==> config.mk <==
export PLATFORM = sky130hd
export DESIGN_NAME = pwm_capture
export DESIGN_NICKNAME = d
export VERILOG_FILES = /design/src/rtl/pwm_pkg.sv /design/src/rtl/sync_edge_detect.sv /design/src/rtl/pwm_capture.sv
export SDC_FILE = /design/constraint.sdc
export NUM_CORES = 1
export LEC_CHECK = 0
export BUFFER_PORTS_ARGS = -buffer_cell sky130_fd_sc_hd__buf_4
export CORE_ASPECT_RATIO = 0.5
export CORE_MARGIN = 2
export CORE_UTILIZATION = 49
export CTS_CLUSTER_DIAMETER = 200
export DETAILED_ROUTE_END_ITERATION = 8
export GPL_TIMING_DRIVEN = 0
export PLACE_DENSITY = 0.7
export SLEW_MARGIN = 20
export SYNTH_ARGS = -nofsm -noshare
export SYNTH_HDL_FRONTEND = slang
export SYNTH_SLANG_ARGS = --single-unit
==> constraint.sdc <==
create_clock -name i_clk -period 5.1 [get_ports i_clk]
set_input_delay 1.02 -clock i_clk [delete_from_list [all_inputs] [get_ports i_clk]]
set_output_delay 1.02 -clock i_clk [all_outputs]
set_load 0.1 [all_outputs]
==> src/rtl/pwm_pkg.sv <==
// pwm_pkg: shared definitions for the PWM generator and the PWM capture path.
//   PWM_WIDTH    - default counter/result width for both directions
//   cap_state_t  - capture FSM state encoding (IDLE, ARMED, HIGH, LOW)
//   sync_depth() - synchronizer depth with the two-flop floor applied
package pwm_pkg;

  localparam int PWM_WIDTH       = 16;
  localparam int MIN_SYNC_STAGES = 2;

  typedef enum logic [1:0] {
    ST_IDLE  = 2'd0,  // waiting for a low level before arming
    ST_ARMED = 2'd1,  // waiting for the first rise of a measured cycle
    ST_HIGH  = 2'd2,  // counting high time
    ST_LOW   = 2'd3   // counting low time until the closing rise
  } cap_state_t;

  // A single flop is not a synchronizer; anything shallower is promoted to two.
  function automatic int sync_depth(input int stages);
    return (stages < MIN_SYNC_STAGES) ? MIN_SYNC_STAGES : stages;
  endfunction

endpackage

==> src/rtl/sync_edge_detect.sv <==
// sync_edge_detect: brings an asynchronous level into the i_clk domain and
// flags its edges.
//   i_clk     - system clock
//   i_reset   - synchronous, active-high reset; clears every flop to 0
//   i_async   - asynchronous input level
//   o_level   - synchronized level (s), SYNC_STAGES-1 cycles after first sample
//   o_rise    - s & ~s_prev, one cycle per rising edge of s
//   o_fall    - ~s & s_prev, one cycle per falling edge of s
module sync_edge_detect
  import pwm_pkg::*;
#(
  parameter int SYNC_STAGES = 2
) (
  input  logic i_clk,
  input  logic i_reset,
  input  logic i_async,
  output logic o_level,
  output logic o_rise,
  output logic o_fall
);

  localparam int STAGES = sync_depth(SYNC_STAGES);

  logic [STAGES-1:0] sync_q;
  logic              level_prev;

  // NOTE: every register here is updated with <= so all flops sample the
  // pre-edge values; a blocking chain would collapse the synchronizer.
  always_ff @(posedge i_clk) begin
    if (i_reset) begin
      sync_q     <= '0;
      level_prev <= 1'b0;
    end else begin
      sync_q     <= {sync_q[STAGES-2:0], i_async};
      level_prev <= sync_q[STAGES-1];
    end
  end

  assign o_level = sync_q[STAGES-1];
  assign o_rise  = o_level & ~level_prev;
  assign o_fall  = ~o_level & level_prev;

endmodule

==> src/rtl/pwm_capture.sv <==
// pwm_capture: measures period and high time of an incoming PWM waveform in
// i_clk cycles and publishes one registered result per completed cycle.
//   WIDTH         - counter/result width; longest measurable period 2^WIDTH-1
//   SYNC_STAGES   - synchronizer depth on i_pwm (two or more)
//   i_clk         - system clock
//   i_reset       - synchronous, active-high reset; discards any partial cycle
//   i_pwm         - PWM input, asynchronous to i_clk
//   o_period      - cycles from one accepted rise to the next
//   o_high        - cycles from a rise to the following fall
//   o_valid       - one-cycle pulse, o_period/o_high updated in the same cycle
//   o_timeout     - one-cycle pulse when no cycle completes within 2^WIDTH-1
//   o_stuck_level - level seen at the last timeout, held until the next one
module pwm_capture
  import pwm_pkg::*;
#(
  parameter int WIDTH       = PWM_WIDTH,
  parameter int SYNC_STAGES = 2
) (
  input  logic             i_clk,
  input  logic             i_reset,
  input  logic             i_pwm,
  output logic [WIDTH-1:0] o_period,
  output logic [WIDTH-1:0] o_high,
  output logic             o_valid,
  output logic             o_timeout,
  output logic             o_stuck_level
);

  localparam int             STAGES = sync_depth(SYNC_STAGES);
  localparam logic [WIDTH-1:0] E_MAX  = {WIDTH{1'b1}};
  localparam logic [WIDTH-1:0] E_ONE  = {{(WIDTH-1){1'b0}}, 1'b1};

  logic level;
  logic rise;
  logic fall;

  sync_edge_detect #(
    .SYNC_STAGES(STAGES)
  ) u_sync (
    .i_clk   (i_clk),
    .i_reset (i_reset),
    .i_async (i_pwm),
    .o_level (level),
    .o_rise  (rise),
    .o_fall  (fall)
  );

  // The synchronizer comes out of reset holding 0 regardless of the pin, so
  // its level is not trustworthy until a real sample has propagated through.
  // Without this, an input already high at reset release would look like
  // low -> rise and open a bogus measurement.
  logic [STAGES-1:0] prime_q;
  logic              primed;

  always_ff @(posedge i_clk) begin
    if (i_reset) begin
      prime_q <= '0;
    end else begin
      prime_q <= {prime_q[STAGES-2:0], 1'b1};
    end
  end

  assign primed = prime_q[STAGES-1];

  // e_q counts cycles since the accepted rise: the rise cycle itself is
  // count 0, so the register is loaded with 1 on the rise and reads k in the
  // k-th cycle after it. It saturates so that a fall landing exactly on
  // E_MAX still leads to a timeout in LOW instead of wrapping.
  cap_state_t        state;
  logic [WIDTH-1:0]  e_q;
  logic [WIDTH-1:0]  e_inc;
  logic [WIDTH-1:0]  high_q;
  logic              e_at_max;

  assign e_at_max = (e_q == E_MAX);
  assign e_inc    = e_at_max ? e_q : (e_q + E_ONE);

  always_ff @(posedge i_clk) begin
    if (i_reset) begin
      state         <= ST_IDLE;
      e_q           <= '0;
      high_q        <= '0;
      o_period      <= '0;
      o_high        <= '0;
      o_valid       <= 1'b0;
      o_timeout     <= 1'b0;
      o_stuck_level <= 1'b0;
    end else begin
      // NOTE: pulse outputs default low at the top of the clocked block so
      // every path through the case below leaves them defined for one cycle.
      o_valid   <= 1'b0;
      o_timeout <= 1'b0;

      case (state)
        ST_IDLE: begin
          // Only a genuine low level re-arms; a pulse already in progress
          // would otherwise be measured short.
          if (primed && !level) begin
            state <= ST_ARMED;
          end
        end

        ST_ARMED: begin
          if (rise) begin
            e_q   <= E_ONE;
            state <= ST_HIGH;
          end
        end

        ST_HIGH: begin
          e_q <= e_inc;
          if (fall) begin
            high_q <= e_q;
            state  <= ST_LOW;
          end else if (e_at_max) begin
            o_timeout     <= 1'b1;
            o_stuck_level <= level;
            state         <= ST_IDLE;
          end
        end

        ST_LOW: begin
          // The closing rise is checked before the timeout so a rise landing
          // exactly on E_MAX is still reported as a full cycle.
          if (rise) begin
            o_period <= e_q;
            o_high   <= high_q;
            o_valid  <= 1'b1;
            e_q      <= E_ONE;
            state    <= ST_HIGH;
          end else begin
            e_q <= e_inc;
            if (e_at_max) begin
              o_timeout     <= 1'b1;
              o_stuck_level <= level;
              state         <= ST_IDLE;
            end
          end
        end

        default: state <= ST_IDLE;
      endcase
    end
  end

endmodule

==> impl_metrics.env <==
export IMPL_grt_use_met2_pct=34.4
export IMPL_ir_drop_uv=216
export IMPL_synth_seq_area_share_pct=52.6
export IMPL_ant_nets=0
export IMPL_leakage_nw=1.25
export IMPL_worstSkewPairLatency_ns=0.33
export IMPL_worstHoldPathType="flip-flop to flip-flop"
export IMPL_slew_limit_headroom_pct=53.0
export IMPL_drt_wl_total_um=6820
export IMPL_use_met3_pct=5.86
export IMPL_fillers=498
export IMPL_cts_tree="yes"
export IMPL_vias_per_cell=5.58
export IMPL_portBuffers=37
export IMPL_rsz0062_at_grt="no"
export IMPL_place_congestion=0.875
export IMPL_clkPwrFrac_pct=52.2
export IMPL_setup_slack_ns=2.97
export IMPL_synth_edf_count=0
export IMPL_hold_viol_final=0
export IMPL_layout_min_cycle_time_ns=2.13
export IMPL_p_seq_share_pct=46.1
export IMPL_fmax_mhz=469
export IMPL_final_nets=398
export IMPL_overflow=0
export IMPL_cts_buffer_depth=2
export IMPL_synthCells=346
export IMPL_synth_cell_types=37
export IMPL_synth_flop_cell="dfxtp_1"
export IMPL_stdcell_count=472
export IMPL_initial_utilization_pct=51.1
export IMPL_pin_count=38
export IMPL_vias=2632
export IMPL_swShare_pct=19.9
export IMPL_final_cell_mix="nand2_1 (105), dfxtp_1 (74), a21oi_1 (59)"
export IMPL_power_internal_mw=1.02
export IMPL_post_place_ws_ns=2.76
export IMPL_holdCritStartpoint="u_sync.sync_q[0]$_SDFF_PP0_"
export IMPL_postCtsHoldBufs=0
export IMPL_hpwl_um=4880
export IMPL_wl_per_cell_um=14.4
export IMPL_use_met1_pct=30.7
export IMPL_dp_cells=456
export IMPL_grt_use_total_pct=22.0
export IMPL_worstPathRequired_ns=5.31
export IMPL_power_density_mw_per_mm2=362
export IMPL_regArea_mm2=0.00148
export IMPL_finalSetupViolCount=0
export IMPL_syn_area_mm2=0.00282
export IMPL_drtIter0Drc=193
export IMPL_clk_pin_slew_ns=0.06
export IMPL_cts_buffers=9
export IMPL_rows=19
export IMPL_die_w_um=111
export IMPL_antenna_cells=0
export IMPL_yosysTopAreaCell="dfxtp_1"
export IMPL_slowest_delay_ns=0.62
export IMPL_maxSlewViolCount=0
export IMPL_multi_input_area_mm2=0.00124
export IMPL_post_cts_resized=0
export IMPL_cts_root_buf="clkbuf_16"
export IMPL_tightest_slew_ns=0.699
export IMPL_antenna_found_initial=0
export IMPL_critPathLaunch="e_q[6]$_SDFFE_PP0P_"
export IMPL_maxCapViolCount=0
export IMPL_power_switching_mw=0.252
export IMPL_critPathLaunchType="flip-flop"
export IMPL_ys_seq_elements=74
export IMPL_yosys_warnings=0
export IMPL_drc=0
export IMPL_h_tree_depth=3
export IMPL_cp_slowest_cell="nor3_1"
export IMPL_die_h_um=57.6
export IMPL_async_flop_share_pct=0
export IMPL_post_cts_buffers=0
export IMPL_synth_area_per_cell_um2=8.15
export IMPL_cts_sinks=74
export IMPL_area_growth_pct=24.5
export IMPL_rr_startpoint="e_q[6]$_SDFFE_PP0P_"
export IMPL_path_max_fanout=8
export IMPL_grt_max_degree=14
export IMPL_die_area_mm2=0.00641
export IMPL_skew_ns=0.00782
export IMPL_worstPathArrival_ns=2.34
export IMPL_ys_top_cells_by_area="dfxtp_1 (53%), nand2_1 (14%), a21oi_1 (10%)"
export IMPL_drive_gt1_share_pct=15.3
export IMPL_grt_pass1_wl_um=11100
export IMPL_criticalPathCategory="flip-flop to flip-flop"
export IMPL_core_area_mm2=0.00552
export IMPL_critPathCaptureType="flip-flop"
export IMPL_fin_crit_sh_pct=41.8
export IMPL_grt_pass1_vias=2315
export IMPL_combPwrFrac_pct=1.7
export IMPL_layout_commonest_cell="nand2_1"
export IMPL_synth_top_area_share_pct=52.6
export IMPL_setup_tns_ns=0
export IMPL_synth_nets=350
export IMPL_crit_chain="nand4_2, nor3_1, nor4b_2, mux2_1"
export IMPL_grt_busiest_layer="met2"
export IMPL_status="finished, final reports clean"
export IMPL_firstDrtPassIters=5
[power groups by stage]
stage | logic, mW | registers (mW) | clock network (mW)
after global placement | 0.0209 | 0.597 | 0
after detailed placement | 0.0215 | 0.597 | 0
final | 0.0218 | 0.584 | 0.662
after global routing | 0.0243 | 0.585 | 0.698
after floorplan | 0.0143 | 0.596 | 0
after CTS | 0.0216 | 0.584 | 0.670
[metal layers]
metal | routed length, µm | up-vias
li1 | - | 1288
met1 | 3180 | 1218
met2 | 3010 | 117
met3 | 562 | 9
met4 | 63 | 0
met5 | 0 | -
[synth_stat cells (2+ instances only)]
cell / instances
o21ai_0: 7
nor3_1: 6
nand3_1: 8
clkbuf_1: 15
and3_1: 4
a21oi_1: 59
o31ai_1: 3
and2_1: 2
nand2_1: 105
or4_1: 4
and4_1: 5
inv_1: 3
nor4_1: 3
nor2_1: 8
a31oi_1: 6
or3_1: 2
dfxtp_1: 74
buf_2: 4
nand4_1: 4
nor2b_1: 6
buf_1: 2
[path summary, 6_finish.rpt]
check	cells after the start	to	slack, ns
min	1	u_sync.sync_q[1]$_SDFF_PP0_	0.44
min reg2reg	1	u_sync.sync_q[1]$_SDFF_PP0_	0.44
max reg2reg	4	o_stuck_level$_SDFFE_PP0P_	2.97
max	4	o_stuck_level$_SDFFE_PP0P_	2.97
[state kept, by name, summed over array words and instances, names as in the netlist, 2 cells and up]
name and flops:
state 2, o_high 16, e_q 16, o_period 16, high_q 16, prime_q 2
u_sync.sync_q 2
[cell families after synthesis]
logic type      share of synthesized area [%]
flops                                    52.6
buf+inv                                  3.37
fa+ha+maj                               0.444
compound gates                           15.0
mux                                     0.399
simple gates                             28.2
[per-stage QoR]
step	power, mW	utilization (%)	hold slack, ns	cell area [µm²]
finish	1.27	63.6	0.440	3510
CTS	1.28	63.6	0.448	3510
global placement	0.618	57.8	0.427	3190
detailed placement	0.618	57.8	0.435	3190
floorplan	0.611	-	0.414	2820
global route	1.31	63.6	0.467	3510
[critical path: cells and delay by family (launching register included)]
kind / cells / cell delay, ns
flops: 1 / 0.52
simple gates: 3 / 1.15
mux: 1 / 0.34
[cell type report]
class                   count  area share (%)
flip-flops and latches     74            42.2
multi-input cells         248            35.4
repair buffers             37            7.92
clock buffers              10            6.53
clock inverters             6            2.60
well taps                  73            2.60
plain buffers              21            2.39
inverters                   3           0.321
Note: power is estimated with default switching activity, not from simulation.
